===== src/rtl/rover_pkg.sv =====
// Shared types and constants for the rover mission sequencer.
package rover_pkg;

    typedef enum logic [2:0] {
        ST_IDLE   = 3'd0,
        ST_FOLLOW = 3'd1,
        ST_BRAKE  = 3'd2,
        ST_SWEEP  = 3'd3,
        ST_LOCK   = 3'd4,
        ST_RESUME = 3'd5
    } seq_state_t;

    localparam logic [1:0] FREQ_NONE      = 2'd0;
    localparam logic [7:0] CENTER_POS_DEF = 8'd128;

    // First nonzero channel wins, F over S over G.
    function automatic logic [1:0] pick_freq(input logic [1:0] f,
                                             input logic [1:0] s,
                                             input logic [1:0] g);
        if (f != FREQ_NONE) return f;
        if (s != FREQ_NONE) return s;
        return g;
    endfunction

endpackage


===== src/rtl/seq_timer.sv =====
// Loadable down-counter; done pulses for one cycle when a loaded count expires.
module seq_timer #(
    parameter int W = 8
) (
    input  logic         clock,
    input  logic         reset,
    input  logic         load,
    input  logic [W-1:0] load_val,
    output logic         done
);

    logic [W-1:0] cnt_q, cnt_d;
    logic         active_q, active_d;

    assign done = active_q && (cnt_q == '0);

    always_comb begin
        cnt_d    = cnt_q;
        active_d = active_q;
        if (load) begin
            cnt_d    = load_val;
            active_d = 1'b1;
        end else if (done) begin
            active_d = 1'b0;
        end else if (active_q) begin
            cnt_d = cnt_q - W'(1);
        end
    end

    always_ff @(posedge clock) begin
        if (!reset) begin
            cnt_q    <= '0;
            active_q <= 1'b0;
        end else begin
            cnt_q    <= cnt_d;
            active_q <= active_d;
        end
    end

endmodule


===== src/rtl/rover_sequencer.sv =====
// Mission sequencer: follow path, brake at stations, sweep servo for a beacon, dwell, resume.
// Define ROVER_SEQ_DEBOUNCE_EN to require the same code on two consecutive step ticks before locking.
//
// state  | meaning
// IDLE   | waiting for start, motors off
// FOLLOW | path following, motors on
// BRAKE  | motors off, settling before sweep
// SWEEP  | stepping servo, sampling frequency channels each tick
// LOCK   | servo held on detected target for the dwell period
// RESUME | one cycle: recentre servo, count station
module rover_sequencer
    import rover_pkg::*;
#(
    parameter int         SETTLE_CYCLES = 5_000_000,
    parameter int         STEP_CYCLES   = 1_000_000,
    parameter int         SWEEP_STEP    = 8,
    parameter int         DWELL_CYCLES  = 100_000_000,
    parameter int         MAX_SWEEPS    = 2,
    parameter logic [7:0] CENTER_POS    = CENTER_POS_DEF
) (
    input  logic       clock,
    input  logic       reset,
    input  logic       start,
    input  logic       station_hit,
    input  logic [1:0] Ffreq,
    input  logic [1:0] Sfreq,
    input  logic [1:0] Gfreq,
    output logic       drive_en,
    output logic [7:0] positionServo,
    output logic [1:0] target_code,
    output logic [2:0] seq_state,
    output logic [3:0] station_cnt
);

    localparam int TMR_MAX_A = (SETTLE_CYCLES > STEP_CYCLES) ? SETTLE_CYCLES : STEP_CYCLES;
    localparam int TMR_MAX   = (TMR_MAX_A > DWELL_CYCLES) ? TMR_MAX_A : DWELL_CYCLES;
    localparam int TMR_W     = (TMR_MAX > 1) ? $clog2(TMR_MAX) : 1;
    localparam int SW_W      = (MAX_SWEEPS > 1) ? $clog2(MAX_SWEEPS) : 1;

    localparam logic [TMR_W-1:0] SETTLE_TC = TMR_W'(SETTLE_CYCLES - 1);
    localparam logic [TMR_W-1:0] STEP_TC   = TMR_W'(STEP_CYCLES - 1);
    localparam logic [TMR_W-1:0] DWELL_TC  = TMR_W'(DWELL_CYCLES - 1);
    localparam logic [SW_W-1:0]  SWEEP_TC  = SW_W'(MAX_SWEEPS - 1);
    localparam logic [7:0]       STEP_INC  = 8'(SWEEP_STEP);

    seq_state_t       state_q, state_d;
    logic             drive_q, drive_d;
    logic [7:0]       pos_q, pos_d;
    logic [1:0]       target_q, target_d;
    logic [3:0]       stn_q, stn_d;
    logic [SW_W-1:0]  sweep_q, sweep_d;
`ifdef ROVER_SEQ_DEBOUNCE_EN
    logic [1:0]       cand_q, cand_d;
`endif

    logic             tmr_load;
    logic [TMR_W-1:0] tmr_val;
    logic             tmr_done;
    logic [1:0]       det;
    logic [8:0]       pos_sum;
    logic             do_lock, do_adv;
    logic [1:0]       lock_code;

    seq_timer #(.W(TMR_W)) u_timer (
        .clock    (clock),
        .reset    (reset),
        .load     (tmr_load),
        .load_val (tmr_val),
        .done     (tmr_done)
    );

    assign det     = pick_freq(Ffreq, Sfreq, Gfreq);
    assign pos_sum = {1'b0, pos_q} + {1'b0, STEP_INC};

    always_comb begin
        state_d   = state_q;
        pos_d     = pos_q;
        target_d  = target_q;
        stn_d     = stn_q;
        sweep_d   = sweep_q;
`ifdef ROVER_SEQ_DEBOUNCE_EN
        cand_d    = cand_q;
`endif
        tmr_load  = 1'b0;
        tmr_val   = STEP_TC;
        do_lock   = 1'b0;
        do_adv    = 1'b0;
        lock_code = FREQ_NONE;

        case (state_q)
            ST_IDLE: begin
                if (start) state_d = ST_FOLLOW;
            end
            ST_FOLLOW: begin
                if (station_hit) begin
                    state_d  = ST_BRAKE;
                    tmr_load = 1'b1;
                    tmr_val  = SETTLE_TC;
                end
            end
            ST_BRAKE: begin
                if (tmr_done) begin
                    state_d  = ST_SWEEP;
                    pos_d    = '0;
                    sweep_d  = '0;
`ifdef ROVER_SEQ_DEBOUNCE_EN
                    cand_d   = FREQ_NONE;
`endif
                    tmr_load = 1'b1;
                end
            end
            ST_SWEEP: begin
                if (tmr_done) begin
                    tmr_load = 1'b1;
`ifdef ROVER_SEQ_DEBOUNCE_EN
                    if (cand_q != FREQ_NONE && det == cand_q) begin
                        do_lock   = 1'b1;
                        lock_code = cand_q;
                    end else if (cand_q == FREQ_NONE && det != FREQ_NONE) begin
                        cand_d = det;
                    end else begin
                        cand_d = FREQ_NONE;
                        do_adv = 1'b1;
                    end
`else
                    if (det != FREQ_NONE) begin
                        do_lock   = 1'b1;
                        lock_code = det;
                    end else begin
                        do_adv = 1'b1;
                    end
`endif
                end
            end
            ST_LOCK: begin
                if (tmr_done) state_d = ST_RESUME;
            end
            ST_RESUME: begin
                state_d = ST_FOLLOW;
            end
            default: state_d = ST_IDLE;
        endcase

        if (do_lock) begin
            state_d  = ST_LOCK;
            target_d = lock_code;
            tmr_val  = DWELL_TC;
        end

        // A wrap restarts the sweep at zero; the last allowed wrap abandons the station.
        if (do_adv) begin
            if (pos_sum[8]) begin
                pos_d = '0;
                if (sweep_q == SWEEP_TC) begin
                    state_d  = ST_RESUME;
                    target_d = FREQ_NONE;
                end else begin
                    sweep_d = sweep_q + SW_W'(1);
                end
            end else begin
                pos_d = pos_sum[7:0];
            end
        end

        if (state_d == ST_RESUME) begin
            pos_d = CENTER_POS;
            if (stn_q != 4'd15) stn_d = stn_q + 4'd1;
        end

        drive_d = (state_d == ST_FOLLOW);
    end

    always_ff @(posedge clock) begin
        if (!reset) begin
            state_q  <= ST_IDLE;
            drive_q  <= 1'b0;
            pos_q    <= CENTER_POS;
            target_q <= FREQ_NONE;
            stn_q    <= '0;
            sweep_q  <= '0;
`ifdef ROVER_SEQ_DEBOUNCE_EN
            cand_q   <= FREQ_NONE;
`endif
        end else begin
            state_q  <= state_d;
            drive_q  <= drive_d;
            pos_q    <= pos_d;
            target_q <= target_d;
            stn_q    <= stn_d;
            sweep_q  <= sweep_d;
`ifdef ROVER_SEQ_DEBOUNCE_EN
            cand_q   <= cand_d;
`endif
        end
    end

    assign drive_en      = drive_q;
    assign positionServo = pos_q;
    assign target_code   = target_q;
    assign seq_state     = state_q;
    assign station_cnt   = stn_q;

endmodule

===== config.mk =====
export PLATFORM = sky130hd
export DESIGN_NAME = rover_sequencer
export DESIGN_NICKNAME = d
export VERILOG_FILES = /design/src/rtl/rover_pkg.sv /design/src/rtl/seq_timer.sv /design/src/rtl/rover_sequencer.sv
export SDC_FILE = /design/constraint.sdc
export NUM_CORES = 1
export LEC_CHECK = 0
export CELL_PAD_IN_SITES_DETAIL_PLACEMENT = 0
export CELL_PAD_IN_SITES_GLOBAL_PLACEMENT = 2
export CORE_UTILIZATION = 31
export DETAILED_ROUTE_END_ITERATION = 10
export GPL_ROUTABILITY_DRIVEN = 1
export PLACE_DENSITY = 0.76
export SYNTH_ARGS = -nofsm -noshare
export SYNTH_HDL_FRONTEND = slang
export SYNTH_SLANG_ARGS = --single-unit
export TNS_END_PERCENT = 20

===== constraint.sdc =====
create_clock -name clock -period 2.1 [get_ports clock]
set_clock_uncertainty 0.05 [all_clocks]
set_input_delay 0.315 -clock clock [delete_from_list [all_inputs] [get_ports clock]]
set_output_delay 0.315 -clock clock [all_outputs]
set_load 0.02 [all_outputs]

* Word-level counts from Yosys, hierarchy flattened
Index checks and enable logic that the tools add are counted.
Word-level totals: register bits after elaboration 47, bits of input ports 10, output and inout bits 18, logic and storage cells 86
Cells by class: add/subtract/negate cells 4, equal/unequal tests 9, muxes and demuxes 49, bitwise gates (word level) 1, reductions and logical operators 15
Operator list (count):
- $mux 27 | 4
- $mux 23 | 2
- $mux 8 | 4
- $logic_not 27->1 | 1
- $sub 27x1->27 const B | 1
- $mux 3 | 8
- $mux 2 | 11
- $mux 1 | 18
- $pmux 3 s6 | 1
- $reduce_bool 2->1 | 7
- $add 8x4->9 const B | 1
- $eq 3x3->1 const B | 3
- $eq 3x1->1 const B | 2
- $eq 3x2->1 const B | 2
- $reduce_and 2->1 | 3
- $add 4x1->4 const B | 1
- $ne 4x4->1 const B | 1
- $reduce_or 2->1 | 2
- $logic_not 3->1 | 1
- $ne 2x2->1 const B | 1
- $pmux 1 s2 | 1
- $add 1x1->1 const B | 1
- $logic_and 1x1->1 | 1
- $not 1->1 | 1

* Depth between registers and ports, before layout
Gate-level depths: netlist of the first run.
word-level depth 15, gate-level depth with buffers 9

* By module
A second synthesis of the first run with hierarchy kept.
Second synthesis, totals: cells, all modules 324, area total of the unflattened synthesis 2667.6 um2
Modules (own cells, without submodules):
- seq_timer | instances 1, cells an instance 207, area an instance 1710.4 um2, seq. area each 560.5 um2
- rover_sequencer | instances 1, cells an instance 117, area an instance 957.2 um2, seq. area each 320.3 um2

* Least setup slack after synthesis of the first run
OpenSTA, ideal clock, no wires.
kind flip-flop to flip-flop, from reg state_q[2] (netlist: seq_state[2]), to reg stn_q[3] (netlist: station_cnt[3]), library setup time 0.116 ns, arrival time 2.160 ns, required time 1.934 ns, path slack -0.226 ns, stages on the path, launching flop included 8, buffers on the path 1, clock period less this slack 2.326 ns, cells stage by stage dfxtp_1 > nand4bb_1 > clkbuf_1 > o41ai_1 > a221oi_1 > mux2i_1 > or4_1 > o211a_1
Between the ends: word-level cells in the longest chain between the ends 8
RTL lines:
- from (decl) | line rover_sequencer.sv:46 | seq_state_t state_q, state_d;
- from (signal assigned) | line rover_sequencer.sv:185 | state_q <= state_d;
- $eq 3x3->1 (tied with other cells) | line rover_sequencer.sv:90 | case (state_q)
- $pmux 3 s6 / $mux 1 (equally long branches) | line rover_sequencer.sv:90
- $mux 3 | line rover_sequencer.sv:144 | if (do_lock) begin
- $mux 3 | line rover_sequencer.sv:154 | if (sweep_q == SWEEP_TC) begin
- $mux 3 | line rover_sequencer.sv:152 | if (pos_sum[8]) begin
- $mux 3 * | line rover_sequencer.sv:151 | if (do_adv) begin
- $eq 3x3->1 * | line rover_sequencer.sv:165 | if (state_d == ST_RESUME) begin
- $reduce_and 2->1 (no source line) *
- to (signal assigned) | line rover_sequencer.sv:189 | stn_q <= stn_d;
- to (decl) | line rover_sequencer.sv:50 | logic [3:0] stn_q, stn_d;
Mark *: on every way between the ends. The rest lies on a longest branch, timed or not. A chain may end at the register's enable or synchronous reset.

* Worst setup path in the final report of the first run
from reg u_timer.cnt_q[11], to reg u_timer.cnt_q[25]
Between the ends: word-level cells in the longest chain between the ends 6
RTL lines:
- from (decl) | line seq_timer.sv:12 | logic [W-1:0] cnt_q, cnt_d;
- from (signal assigned) | line seq_timer.sv:35 | cnt_q <= cnt_d;
- parallel branches: the longest is 6 deep, another holds $sub 27x1->27
Several ways; the timed one is not identified. The select of a mux whose other input is x is not followed.

==> impl_metrics.ini, run 1 <==
[run_status]
outcome = finished with violations
violations = negative setup slack

[cells_and_area]
nets = 456
finalNonFillerCells = 545
nFillCells = 739
drive_above_1_share_pct = 42.7
area_growth_pct = 65.2
fin_area_um2 = 4150
n_antenna_cell = 0

[synth]
synth_cell_types = 65
synthTopCellsByCount = dfxtp_1 (44), a21oi_1 (32), nor2_1 (29)
syn_area_um2 = 2510
ys.flop_type = dfxtp_1
ys_top_cells_by_area = dfxtp_1 (35%), a21oi_1 (6.4%), nor2_1 (4.3%), nand2_1 (3.4%), xor2_1 (2.4%)
yosysMostFrequentCell = dfxtp_1
syn_inst = 298
yosys_warnings = 0
synth_top_area_share_pct = 35.1
async_flop_share_pct = 0
ys_seq_area_share_pct = 35.1
synth_seq_cells = 44
synth_top_cell_by_area = dfxtp_1
synth-edff-count = 0
avgSynthCellArea_um2 = 8.43

[floorplan]
ios = 28
die_h_um = 92.0
fp-row-count = 32
die_w_um = 92.0
initial_core_util_pct = 32.3
dieArea_um2 = 8470
coreArea_um2 = 7770

[hold_path]
min_path_type = flop to flop
hold_depth = 2
hold_end = target_code[0]$_SDFF_PN0_
worstHoldStart = target_code[0]$_SDFF_PN0_

[placement]
place_ws_ns = -0.515
globalplace.congestion = 0.837
io_buffers = 24
post-place-cells = 523
hpwl_um = 6020
place_area_um2 = 3650

[route]
drc = 0
wl_um = 8090
first_pass_iters = 4
vias = 2781
via_per_inst = 5.10
drt_iter0_drc = 124
wl_per_cell_um = 14.8
antenna_left = 0

[setup_path]
reg2reg_to = u_timer.cnt_q[25]$_SDFFE_PN0P_
critPathTopFamily = simple AND/OR/NAND/NOR gates
worstReg2RegStart = u_timer.cnt_q[11]$_SDFFE_PN0P_
endpoint_kind = flop
worst_setup_path_start_kind = flop
crit_buf_inv = 0
r2r_slack_ns = -0.17
r2r_cells = 6
crit_path_max_fanout = 3
max_stage_delay_ns = 0.55
critPathKind = flop to flop
crit_required_ns = 2.29
worst_ep_arrival_time_ns = 2.45
slowest_stage = or4b_4
crit_chain = or4_4 -> or4b_4 -> nor2_8 -> nand3_2 -> or4_1 -> a21oi_1

[power]
total_power_mw = 3.51
power_density_nw_per_um2 = 845
p_leak_nw = 1.69
peakVddDrop_mv = 0.486

[clock_network]
cts_buffers = 5
path_clk_slew_ns = 0.09
cts_hold_buf = 0
cts.sinks = 44
cts_tree = done
cts_max_level = 2
clock_latency_ns = 0.30
clock_path_buffers = 2
cts_root_buffer = clkbuf_8

[global_route]
grt_usage_pct = 19.9
grt_overflow = 0
antenna_found_initial = 0
grt_pass1_wl_um = 13400
grt_start_max_net_pins = 16
first_global_vias = 2779

[timing]
timing.final.max_slew_violations = 0
finalSetupViolations = 19
fin_crit_ns = 2.27
tns_ns = -1.43
postLayoutSetupSlackWorst_ns = -0.166
finalCritPeriodShare_pct = 108
rsz0062_at_grt = yes
clock.fmax_mhz = 441
hold_violations = 0

[run]
max_cap_viol_count = 0
[final cells by class]
type | count | area [um2] | area share (%)
multi-input combinational | 235 | 1790 | 43.0
timing repair buffer | 146 | 1210 | 29.2
sequential | 44 | 890 | 21.4
tap | 102 | 128 | 3.08
clock buffer | 6 | 82.6 | 1.99
inverter | 10 | 37.5 | 0.904
clock inverter | 2 | 15.0 | 0.362
[tightest hold or removal path, stage by stage, from the launching register on]
cell     delay (ns)
dfxtp_1        0.32
nand2_1        0.05
a21oi_1        0.05
[state kept, by name (all words and copies together), names as in the netlist]
register and flops:
u_timer.cnt_q 27, positionServo 5, station_cnt 4, seq_state 3
target_code 2, drive_en 1, sweep_q 1, u_timer.active_q 1
[layout by cell type, fill, tap and decap left out, types with 3 or more instances in the layout]
cell type,synthesis,layout
buf_6,0,11
nor2_2,0,3
conb_1,1,3
nand3b_1,3,3
nand2b_1,3,3
nor3_2,1,3
or3_1,6,6
a31oi_1,6,6
and4_1,4,4
nor4_4,1,4
and2_1,3,3
dlymetal6s2s_1,0,3
nor2_1,29,26
ha_1,4,3
nand2_1,23,20
nand3_2,1,3
or4_1,3,3
nor4_2,4,5
a311oi_2,0,3
a21oi_1,32,30
buf_4,3,110
o211ai_1,5,5
nor3_1,8,5
nand4_1,3,3
clkdlybuf4s50_1,0,21
xor2_1,7,7
clkbuf_8,1,6
nand3_1,9,7
inv_1,9,7
dfxtp_1,44,37
dfxtp_2,0,7
o31ai_1,5,5
o21ai_0,10,8
o21a_1,4,3
xnor2_1,6,5
[how the worst max path moves through the flow]
| stage | depth (start not counted) | from | slack (ns) | endpoint |
|---|---|---|---|---|
| floorplan | 6 | u_timer.cnt_q[11]$_SDFFE_PN0P_ | -0.17 | u_timer.cnt_q[25]$_SDFFE_PN0P_ |
| global placement | 9 | Ffreq[0] | -0.51 | station_cnt[0]$_SDFFE_PN0P_ |
| detailed placement | 7 | Ffreq[0] | -0.52 | station_cnt[3]$_SDFFE_PN0P_ |
| CTS | 6 | u_timer.cnt_q[11]$_SDFFE_PN0P_ | -0.18 | u_timer.cnt_q[25]$_SDFFE_PN0P_ |
| global route | 11 | u_timer.cnt_q[0]$_SDFFE_PN0P_ | -0.26 | positionServo[7]$_SDFFE_PP1P_ |
| finish | 6 | u_timer.cnt_q[11]$_SDFFE_PN0P_ | -0.17 | u_timer.cnt_q[25]$_SDFFE_PN0P_ |
[metrics by stage]
step	utilization, %	hold slack, ns
3_5_place_dp	46.9	0.395
5_1_grt	53.4	0.427
2_1_floorplan	-	0.418
3_3_place_gp	46.9	0.395
6_report	53.4	0.406
4_1_cts	51.9	0.408
[cell families after synthesis]
group / Yosys count / share of synthesized area [%]
adder cells (fa/ha/maj): 4 / 1.99
buffers and inverters: 21 / 4.03
flip-flops: 44 / 35.1
multiplexers: 3 / 1.20
AO/OA/AOI/OAI: 89 / 23.0
AND/OR/NAND/NOR: 123 / 30.1
other: 1 / 0.149
XOR/XNOR: 13 / 4.53
[power by group]
group	internal [mW]	total, mW	switching, mW
combinational	1.01	1.93	0.917
clock	0.267	0.583	0.316
sequential	0.917	0.991	0.0740
total	2.20	3.51	1.31
[per-layer routing]
layer / track usage [%] / part of all wire [%] / up-vias
li1: - / - / 1411
met1: 26.6 / 47 / 1319
met2: 33.5 / 48 / 45
met3: 2.82 / 3.7 / 6
met4: 4.82 / 0.99 / 0
met5: 0 / 0 / -
[what timing repair did]
item,CTS,global route
buffers inserted,13,1
resized for setup,42,26
pin swaps,22,15
setup endpoints to repair,35,40
No activity file was read; power rests on OpenSTA's default activity.
==> run 2, diff against run 1 <==
--- a/config.mk
+++ b/config.mk
@@ -7,6 +7,8 @@
 export LEC_CHECK = 0
 export CELL_PAD_IN_SITES_DETAIL_PLACEMENT = 0
 export CELL_PAD_IN_SITES_GLOBAL_PLACEMENT = 2
+export CORE_ASPECT_RATIO = 0.8
+export CORE_MARGIN = 2
 export CORE_UTILIZATION = 31
 export DETAILED_ROUTE_END_ITERATION = 10
 export GPL_ROUTABILITY_DRIVEN = 1
==> run 2 against run 1 <==
  * The run still ends with negative setup slack left
  * Combinational power decreased by 7%
  * Critical path depth stayed put
  * Die area is 4.4% higher
  * Final area decreased by 3.0%
  * First-iteration DRC count is 7.3% higher
  * Sequential cell count stayed put
  * Sequential power fell by 0.7%
  * Register-to-register slack got worse by 0.06 ns
  * Routed wire length rose by 1.4%
  * Hold slack lost 0.0045 ns
  * Largest cell class unchanged
  * Largest power group unchanged
  * Highest routed layer unchanged
==> impl_metrics.ini, run 2 (synthesized netlist as in run 1, its figures left out) <==
[run_status]
outcome = finished with violations
violations = negative setup slack

[power]
peakVddDrop_mv = 0.426
power_density_nw_per_um2 = 920
seqPwrFrac_pct = 26.6
p_leak_nw = 1.64
internal_power_mw = 2.44
switching_share_pct = 34.2
p_comb_share_pct = 48.4
switching_power_mw = 1.27
p_clk_share_pct = 25.0

[setup_path]
crit_path_frequent_cell = or4_4
worst_ep_arrival_time_ns = 2.52
crit_buf_inv = 0
crit_path_max_fanout = 4
worst_setup_path_start_kind = flop
endpoint_kind = flop
max_stage_delay_ns = 0.56
crit_chain = or4_4 -> or4b_4 -> nor2_8 -> nand3_2 -> or4_4 -> a21oi_2
slowest_stage = or4b_4
critPathTopFamily = simple AND/OR/NAND/NOR gates
critPathKind = flop to flop
crit_required_ns = 2.30

[route]
drt_iter0_drc = 133
drc = 0
first_pass_iters = 4
antenna_left = 0
vias = 2806
wl_per_cell_um = 15.2
via_per_inst = 5.20
wl_um = 8200

[global_route]
grt_overflow = 0
grt_start_max_net_pins = 17
grt_pass1_wl_um = 13700
grt_usage_pct = 19.0
first_global_vias = 2769
antenna_found_initial = 0

[floorplan]
dieArea_um2 = 8850
coreArea_um2 = 7910
die_h_um = 84.5
die_w_um = 105
ios = 28
initial_core_util_pct = 31.8
fp-row-count = 29

[clock_network]
cts_tree = done
path_clk_slew_ns = 0.09
clock_latency_ns = 0.31
cts_root_buffer = clkbuf_8
cts_buffers = 5
cts.sinks = 44
clock_path_buffers = 2
cts_max_level = 2

[placement]
globalplace.congestion = 0.898
post-place-cells = 525
place_ws_ns = -0.549
hpwl_um = 6130
io_buffers = 24

[cells_and_area]
nets = 445
final_common_cell = buf_4
drive_above_1_share_pct = 38.4
finalNonFillerCells = 540
largest_register_ffs = 27
largest_register = u_timer.cnt_q
area_growth_pct = 60.3
n_antenna_cell = 0
final_cell_mix = buf_4 (105), dfxtp_1 (38), a21oi_1 (31), nor2_1 (28), nand2_1 (21)

[timing]
rsz0062_at_grt = yes
timing.final.max_slew_violations = 0
hold_violations = 0
finalCritPeriodShare_pct = 111
fin_crit_ns = 2.32
finalSetupViolations = 13
postLayoutSetupSlackWorst_ns = -0.221
tns_ns = -0.807
clock.fmax_mhz = 431

[run]
max_cap_viol_count = 0

[hold_path]
min_path_type = flop to flop
run 2: cell count changes in the layout (fill, tap and decap cells not counted), sizes merged:
cell	before	now
clkbuf	6	5
dlygate4sd2	0	3
clkinvlp	2	0
clkdlybuf4s50	21	20
dlymetal6s2s	3	1
buf	122	111
bufinv	0	3
run 2: final timing paths:
path | startpoint | end | slack (ns) | depth (start not counted)
setup / recovery | u_timer.cnt_q[11]$_SDFFE_PN0P_ | u_timer.cnt_q[25]$_SDFFE_PN0P_ | -0.22 | 6
hold / removal | target_code[1]$_SDFF_PN0_ | target_code[1]$_SDFF_PN0_ | 0.40 | 2
hold reg to reg | target_code[1]$_SDFF_PN0_ | target_code[1]$_SDFF_PN0_ | 0.40 | 2
setup reg to reg | u_timer.cnt_q[11]$_SDFFE_PN0P_ | u_timer.cnt_q[25]$_SDFFE_PN0P_ | -0.22 | 6
run 2: stage by stage:
stage	util (%)	cell area, um2	power, mW	hold WS (ns)
after floorplan	-	2530	1.80	0.418
after global placement	45.8	3620	2.53	0.384
after detailed placement	45.8	3620	2.55	0.394
after CTS	49.5	3920	3.63	0.407
after global routing	50.9	4030	3.91	0.442
final	50.9	4030	3.71	0.402
run 2: area by class of cell:
class	instances	area, um2
multi-input combinational	235	1710
fill	792	3880
clock inverter	3	90.1
tap	108	135
sequential	44	888
inverter	10	37.5
clock buffer	5	68.8
timing repair buffer	135	1090
run 2: worst reg2reg max path: stages (launching register included):
cell and delay, ns:
dfxtp_2 0.35, or4_4 0.55, or4b_4 0.56, nor2_8 0.12
nand3_2 0.09, or4_4 0.42, a21oi_2 0.13
run 2: power groups by stage:
stage                     Sequential [mW]  Clock [mW]  Combinational [mW]
after floorplan                      1.03           0               0.777
after global placement              0.997           0                1.53
after detailed placement             1.00           0                1.55
after CTS                           0.985       0.941                1.70
after global routing                0.993       0.970                1.95
final                               0.984       0.928                1.79
run 2: per-layer routing:
metal	wire length (um)	vias up	track usage (%)
li1	-	1388	-
met1	4040	1340	26.0
met2	3770	72	31.9
met3	336	6	3.26
met4	59	0	3.64
met5	0	-	0
run 2: repair_timing:
action	4_1_cts	5_1_grt
hold buffers	0	0
buffers inserted	6	2
pin swaps	10	9
setup endpoints to repair	34	40
gates resized for setup	29	20
